[src/rtl/uart_tx_word.sv]
// ----------------------------------------------------------------------------
// uart_tx_word
//
// Serial transmitter that drains 16-bit words from the UART Fifo and puts each
// word on the line as 8N1 frames: the low byte first, then (when SEND_HIGH=1)
// the high byte right behind it with no idle gap.
//
// Optional feature: define UART_TX_PARITY_EN to insert an even parity bit
// between the data bits and the stop bit(s), giving 8E1 / 8E2 frames.
//
// Ports:
//   clk        system clock, all state changes on the rising edge
//   rst        asynchronous active-low reset (0 = reset)
//   fifoEmpty  Fifo empty flag
//   readReq    read request to the Fifo, held until readAck
//   readAck    Fifo acknowledge, dataIn valid in the same cycle
//   dataIn     16-bit word from the Fifo
//   txd        serial output, idle high, driven straight from a flop
//   busy       high from the word request until the last stop bit ends
// ----------------------------------------------------------------------------
module uart_tx_word #(
   parameter int CLKS_PER_BIT = 868,
   parameter int SEND_HIGH    = 1,
   parameter int STOP_BITS    = 1
) (
   input  logic        clk,
   input  logic        rst,
   input  logic        fifoEmpty,
   output logic        readReq,
   input  logic        readAck,
   input  logic [15:0] dataIn,
   output logic        txd,
   output logic        busy
);

   localparam int            CW       = $clog2(CLKS_PER_BIT);
   localparam logic [CW-1:0] CNT_LOAD = CW'(CLKS_PER_BIT - 1);

   typedef enum logic [2:0] {
      IDLE,
      REQ,
      START,
      DATA,
`ifdef UART_TX_PARITY_EN
      PARITY,
`endif
      STOP
   } state_t;

   state_t        state_q, state_d;
   logic [15:0]   shift_q, shift_d;
   logic          byteSel_q, byteSel_d;
   logic [2:0]    bitIdx_q, bitIdx_d;
   logic [CW-1:0] cnt_q, cnt_d;
   logic          stopIdx_q, stopIdx_d;
   logic          txd_q, txd_d;
   logic          readReq_q, readReq_d;
   logic          busy_q, busy_d;
`ifdef UART_TX_PARITY_EN
   logic          parity_q, parity_d;
`endif

   logic          bitEnd;

   // The current bit period finishes in the cycle the down-counter hits zero.
   assign bitEnd = (cnt_q == '0);

   // State and datapath registers. Reset drops the word in flight and
   // returns the line to idle immediately, even in the middle of a frame.
   always_ff @(posedge clk or negedge rst) begin
      if (!rst) begin
         state_q   <= IDLE;
         shift_q   <= '0;
         byteSel_q <= 1'b0;
         bitIdx_q  <= '0;
         cnt_q     <= '0;
         stopIdx_q <= 1'b0;
         txd_q     <= 1'b1;
         readReq_q <= 1'b0;
         busy_q    <= 1'b0;
`ifdef UART_TX_PARITY_EN
         parity_q  <= 1'b0;
`endif
      end else begin
         state_q   <= state_d;
         shift_q   <= shift_d;
         byteSel_q <= byteSel_d;
         bitIdx_q  <= bitIdx_d;
         cnt_q     <= cnt_d;
         stopIdx_q <= stopIdx_d;
         txd_q     <= txd_d;
         readReq_q <= readReq_d;
         busy_q    <= busy_d;
`ifdef UART_TX_PARITY_EN
         parity_q  <= parity_d;
`endif
      end
   end

   // Next-state logic. txd_d is the line level for the *next* cycle, so the
   // pin only ever sees a flop output. Data bits leave from shift_q[0]; after
   // the eight shifts of the low byte the high byte sits in shift_q[7:0].
   always_comb begin
      state_d   = state_q;
      shift_d   = shift_q;
      byteSel_d = byteSel_q;
      bitIdx_d  = bitIdx_q;
      cnt_d     = cnt_q;
      stopIdx_d = stopIdx_q;
      txd_d     = txd_q;
      readReq_d = readReq_q;
      busy_d    = busy_q;
`ifdef UART_TX_PARITY_EN
      parity_d  = parity_q;
`endif

      case (state_q)
         IDLE: begin
            txd_d = 1'b1;
            if (!fifoEmpty) begin
               state_d   = REQ;
               readReq_d = 1'b1;
               busy_d    = 1'b1;
            end
         end

         REQ: begin
            if (readAck) begin
               shift_d   = dataIn;
               readReq_d = 1'b0;
               byteSel_d = 1'b0;
               bitIdx_d  = '0;
               cnt_d     = CNT_LOAD;
               txd_d     = 1'b0;
               state_d   = START;
            end
         end

         START: begin
            if (!bitEnd) begin
               cnt_d = cnt_q - CW'(1);
            end else begin
               cnt_d    = CNT_LOAD;
               bitIdx_d = '0;
               txd_d    = shift_q[0];
`ifdef UART_TX_PARITY_EN
               parity_d = 1'b0;
`endif
               state_d  = DATA;
            end
         end

         DATA: begin
            if (!bitEnd) begin
               cnt_d = cnt_q - CW'(1);
            end else begin
               cnt_d    = CNT_LOAD;
               shift_d  = {1'b0, shift_q[15:1]};
               bitIdx_d = bitIdx_q + 3'd1;
`ifdef UART_TX_PARITY_EN
               parity_d = parity_q ^ shift_q[0];
`endif
               if (bitIdx_q == 3'd7) begin
`ifdef UART_TX_PARITY_EN
                  txd_d   = parity_q ^ shift_q[0];
                  state_d = PARITY;
`else
                  txd_d     = 1'b1;
                  stopIdx_d = 1'b0;
                  state_d   = STOP;
`endif
               end else begin
                  txd_d = shift_q[1];
               end
            end
         end

`ifdef UART_TX_PARITY_EN
         PARITY: begin
            if (!bitEnd) begin
               cnt_d = cnt_q - CW'(1);
            end else begin
               cnt_d     = CNT_LOAD;
               txd_d     = 1'b1;
               stopIdx_d = 1'b0;
               state_d   = STOP;
            end
         end
`endif

         STOP: begin
            if (!bitEnd) begin
               cnt_d = cnt_q - CW'(1);
            end else if (STOP_BITS > 1 && !stopIdx_q) begin
               stopIdx_d = 1'b1;
               cnt_d     = CNT_LOAD;
            end else if (!byteSel_q && SEND_HIGH == 1) begin
               byteSel_d = 1'b1;
               cnt_d     = CNT_LOAD;
               txd_d     = 1'b0;
               state_d   = START;
            end else begin
               busy_d  = 1'b0;
               txd_d   = 1'b1;
               state_d = IDLE;
            end
         end

         default: begin
            state_d = IDLE;
         end
      endcase
   end

   assign txd     = txd_q;
   assign readReq = readReq_q;
   assign busy    = busy_q;

endmodule

[config.mk]
export PLATFORM = sky130hd
export DESIGN_NAME = uart_tx_word
export DESIGN_NICKNAME = d
export VERILOG_FILES = /design/src/rtl/uart_tx_word.sv
export SDC_FILE = /design/constraint.sdc
export NUM_CORES = 1
export LEC_CHECK = 0
export BUFFER_PORTS_ARGS = -buffer_cell sky130_fd_sc_hd__buf_2
export CORE_MARGIN = 5
export CORE_UTILIZATION = 60
export CTS_BUF_LIST = sky130_fd_sc_hd__clkbuf_4 sky130_fd_sc_hd__clkbuf_8
export DETAILED_ROUTE_END_ITERATION = 8
export PLACE_DENSITY = 0.86
export SLEW_MARGIN = 20
export SYNTH_ARGS = -nofsm -noshare
export SYNTH_HDL_FRONTEND = slang
export SYNTH_SLANG_ARGS = --single-unit
[constraint.sdc]
create_clock -name clk -period 2.41 [get_ports clk]
set_input_delay 0.482 -clock clk [delete_from_list [all_inputs] [get_ports clk]]
set_output_delay 0.482 -clock clk [all_outputs]
set_load 0.01 [all_outputs]
# Word-level counts from Yosys, hierarchy flattened

Index checks and enable logic that the tools add are counted.

Flip-flop bits (word level): 36
Output and inout port bits: 3
Logic and storage cells: 75

Add/sub/neg operators: 2
Eq/ne operators: 13
Mux-type cells: 34
Reductions and logical operators: 18

Operators with widths:

| kind                                                                   | count |
|---|---|
| 10-bit two-way mux                                                     | 4 |
| 16-bit two-way mux                                                     | 2 |
| 16-bit case mux with 2 select lines                                    | 1 |
| 10-bit case mux with 3 select lines                                    | 1 |
| 3-bit two-way mux                                                      | 9 |
| 3-bit case mux with 5 select lines                                     | 1 |
| 2-bit != test (second input constant)                                  | 7 |
| 3-bit AND reduction                                                    | 4 |
| 10-bit logical NOT                                                     | 1 |
| 1-bit two-way mux                                                      | 10 |
| 10-bit by 1-bit subtractor with 10-bit output (second input constant)  | 1 |
| 3-bit case mux with 3 select lines                                     | 1 |
| 4-bit AND reduction                                                    | 2 |
| 2-bit nonzero test                                                     | 4 |
| 3-bit by 2-bit equality test with 1-bit output (second input constant) | 2 |
| 3-bit equality test (second input constant)                            | 2 |
| 1-bit case mux with 2 select lines                                     | 3 |
| 6-bit AND reduction                                                    | 1 |
| 3-bit nonzero test                                                     | 2 |
| 1-bit case mux with 5 select lines                                     | 1 |
| 5-bit AND reduction                                                    | 1 |
| 5-bit nonzero test                                                     | 1 |
| 3-bit by 1-bit adder with 3-bit output (second input constant)         | 1 |
| 3-bit by 1-bit equality test with 1-bit output (second input constant) | 1 |
| 4 further kinds                                                        | 4 |

# Longest topological paths before layout

Depth in word-level cells: 4
Gate-level depth with buffers: 7
Mapped depth without buffers: 6

# Worst setup path before layout

Ideal clock, no wire load.

Path type: flip-flop to flip-flop
Start point: register cnt_q[0]
End point: register shift_q[10]
Arrival time: 1.987 ns
Required time: 2.285 ns
Setup slack: 0.297 ns
Cell stages (with the launch flop): 8
Period minus slack after synthesis: 2.113 ns
Path through: dfrtp_1 -> inv_1 -> ha_1 -> or3b_1 -> nor4_4 -> a21oi_2 -> buf_6 -> mux2_4

Longest elaborated chain between the ends: 3

Ends and longest elaborated chain:

| element                       | line | RTL |
|---|---|---|
| start: declaration            | 54   | `logic [CW-1:0] cnt_q, cnt_d;` |
| start signal: assignment      | 89   | `cnt_q <= cnt_d;` |
| 10-bit logical NOT            | 66   | `assign bitEnd = (cnt_q == '0);` |
| 2-bit != test (no line)       | --   |  |
| 3-bit AND reduction (no line) | --   |  |
| end signal: assignment        | 86   | `shift_q <= shift_d;` |
| end: declaration              | 51   | `logic [15:0] shift_q, shift_d;` |

No other way between the ends.
A chain may end at the register's enable or synchronous reset.

# Worst setup path after layout

Start point: register cnt_q[0]
End point: register cnt_q[4]

Longest elaborated chain between the ends: 3
Elaborated cells on any way between the ends: 7
Classes of those cells: add/sub (1); eq/ne (1); mux (3); reduce/logical (2)

Ends and longest elaborated chain:

| element                                                                             | line | RTL |
|---|---|---|
| 10-bit by 1-bit subtractor with 10-bit output or 10-bit logical NOT (tied branches) | --   |  |
| 10-bit two-way mux (tied with other cells)                                          | 192  | `if (!bitEnd) begin` |
| 10-bit case mux with 3 select lines or 3-bit AND reduction (tied branches)          | --   |  |

Parallel ways exist; a longest one is shown, timed or not.

==> metrics.yaml <==
multi_input_area_sq_um: 1070
ys_warn_count: 0
rrSetupSlack_ns: 0.15
seq_power_share: 0.614
setup_viol_count_final: 0
slowest_delay_ns: 0.57
p_int_mw: 0.765
grt_pass1_wl_um: 7220
syn-cell-area_sq_um: 2020
start_kind: "flip-flop"
synth-seq-cells: 36
wire_per_inst_um: 16.3
grt_pass1_vias: 1569
finClkSkew_ns: 0.00716
cts_tree: "yes"
synth-edff-count: 0
cp_top_family: "simple AND/OR/NAND/NOR gates"
num_antenna_cells: 0
dp_hpwl_um: 3040
drt-initial-drc-count: 146
switchingPower_mw: 0.218
ys_types: 48
period_minus_slack_ns: 2.26
maxCapViolCount: 0
cpMaxStageDelayCell: "or4_4"
tns_ns: 0
clock_latency_ns: 0.35
syn_to_final_growth_pct: 11.1
use_met2: 0.356
postLayoutCoreUtil: 0.679
vias: 1529
grt_max_degree: 37
path_max_fanout: 5
clkPwrFrac: 0.357
wl_um: 4160
rows: 21
cp_cell_sequence: "inv_1 -> ha_1 -> or3b_4 -> buf_4 -> or4_4 -> and2_4 -> a31oi_1"
layout.nets: 232
status: "finished clean"
core-area_sq_um: 3310
postCtsSetupBuffers: 0
drv_slew: 0
met1_usage: 0.255
grt_overflow: 0
use_met3: 0.0509
timing.final.crit_share: 0.937
power_leakage_nw: 1.08
cts_sinks: 36
async_flop_share: 1.00
crit_path_end_kind: "flip-flop"
syn_nets: 208
worst_slew_pin_slew_ns: 0.783
p_total_mw: 0.984
r2r_cells: 7
seq_area_frac_synth: 0.446
power_frac_comb: 0.029
relSlewSlack: 0.478
htreeDepth: 2
irDropWorstVdd_mv: 0.347
fill_cells: 262
synthFlopType: "dfrtp_1"
viasPerCell: 5.97
synth_top_cell_by_area: "dfrtp_1"
first_pass_iters: 4
drive_gt1_frac: 0.357
die_h_um: 68.1
p_per_area_nw_per_um2: 437
clkTransAtPathRegs_ns: 0.11
fp.dieW_um: 68.1
die_area_sq_um: 4630
grt_setup_unrepaired: "no"
worst-setup-path-type: "reg2reg"
top_level_ports: 23
arrival_ns: 2.53
gp_congestion: 0.841
synth_cells: 185
clk_path_buf_depth: 2
r2r-start: "cnt_q[0]$_DFFE_PN0P_"
synth_area_per_cell_sq_um: 10.9
cts_root_buf: "clkbuf_4"
busiest_layer: "met2"
synth_area_leaders: "dfrtp_1 (43%), mux2_2 (12%), mux2_4 (7.4%)"
critPathBufInv: 2
switching_share: 0.222
initial_core_util: 0.611
cp.required_ns: 2.68
ant_nets: 0
grt_use_total: 0.210
hold_path.class: "in2async"
hold_viol_final: 0
fmax_mhz: 443
drcViolationCount: 0
cts_made_buffers: 5
synth.top_cell.area_share: 0.433
antenna_found_initial: 0
whs_ns: 0.199
portBuffers: 22
seqCellArea_sq_um: 902
r2r_end: "cnt_q[4]$_DFFE_PN0P_"
## what timing repair did
action / in CTS / in global routing
endpoints found under the setup margin: 0 / 6
hold buffers: 0 / 0
resized for setup: 0 / 2
## kinds of logic after synthesis
family                   Yosys count  share of synthesized area
AND/OR/NAND/NOR                   53                      0.153
multiplexers                      33                      0.201
AO/OA/AOI/OAI                     46                      0.151
adder cells (fa/ha/maj)            3                     0.0186
buffers and inverters             14                     0.0303
flip-flops                        36                      0.446
## per-stage QoR
stage          std cells  cell area [sq um]  setup WS [ns]
2_1_floorplan        185               2020          0.297
3_3_place_gp         248               2180          0.206
3_5_place_dp         248               2180          0.124
4_1_cts              256               2240          0.129
5_1_grt              256               2250         0.0131
6_report             256               2250          0.152
## cells in the mapped netlist, types with 2 or more instances
| library cell | n |
|---|---|
| mux2_2 | 21 |
| ha_1 | 3 |
| nor2_1 | 11 |
| o21ai_0 | 9 |
| o22ai_1 | 2 |
| mux2_4 | 10 |
| nand3_1 | 5 |
| mux2i_1 | 2 |
| or4_1 | 3 |
| clkbuf_1 | 5 |
| a22o_1 | 3 |
| a31oi_1 | 3 |
| nand2b_1 | 3 |
| nand2_1 | 11 |
| inv_1 | 5 |
| dfrtp_1 | 35 |
| a21oi_1 | 10 |
| o31ai_1 | 6 |
| buf_1 | 2 |
| nor3b_1 | 2 |
| nor2b_1 | 2 |
| or3b_1 | 2 |
| o41ai_1 | 2 |
| and2_1 | 2 |
| o2bb2ai_1 | 2 |
| nor3_1 | 2 |
## layout by cell type, fill, tap and decap left out, types with 3 or more instances in the layout
cell type,synthesis,routed
a21oi_1,10,10
a22o_1,3,3
a31oi_1,3,3
buf_2,1,22
buf_4,0,4
clkbuf_4,0,8
dfrtp_1,35,35
ha_1,3,3
inv_1,5,5
mux2_2,21,21
mux2_4,10,10
nand2_1,11,11
nand2b_1,3,3
nand3_1,5,5
nor2_1,11,11
o21ai_0,9,9
o31ai_1,6,6
or4_1,3,3
## how the worst max path moves through the flow
stage / from / to / slack, ns / depth (start not counted)
6_report: cnt_q[0]$_DFFE_PN0P_ / cnt_q[4]$_DFFE_PN0P_ / 0.15 / 7
4_1_cts: cnt_q[0]$_DFFE_PN0P_ / shift_q[0]$_DFFE_PN0P_ / 0.13 / 6
2_1_floorplan: cnt_q[0]$_DFFE_PN0P_ / shift_q[10]$_DFFE_PN0P_ / 0.30 / 7
3_5_place_dp: cnt_q[0]$_DFFE_PN0P_ / shift_q[0]$_DFFE_PN0P_ / 0.12 / 6
3_3_place_gp: cnt_q[0]$_DFFE_PN0P_ / cnt_q[9]$_DFFE_PN0P_ / 0.21 / 7
5_1_grt: cnt_q[0]$_DFFE_PN0P_ / cnt_q[2]$_DFFE_PN0P_ / 0.01 / 7
## state kept, by name (all words and copies together) (netlist names)
signal	cells
txd	1
byteSel_q	1
shift_q	16
state_q	3
busy	1
cnt_q	10
bitIdx_q	3
readReq	1
## layout make-up
type                       instances  share of cell area
multi-input combinational        135               0.476
inverter                           5             0.00835
clock buffer                       8              0.0267
sequential                        36               0.401
tap                               46              0.0256
timing repair buffer              26              0.0623
## power groups by stage
stage          clock network, mW  logic [mW]  registers [mW]
5_1_grt                    0.383      0.0338           0.604
3_3_place_gp                   0      0.0286           0.616
2_1_floorplan                  0     0.00133           0.616
3_5_place_dp                   0      0.0302           0.616
6_report                   0.351      0.0288           0.604
4_1_cts                    0.353      0.0301           0.604
## layer usage
metal  wire length (um)  share of wire
met4                 62          0.015
met2               2050           0.49
met1               1830           0.44
met3                228          0.055
met5                  0              0
No activity file was read; power rests on OpenSTA's default activity.
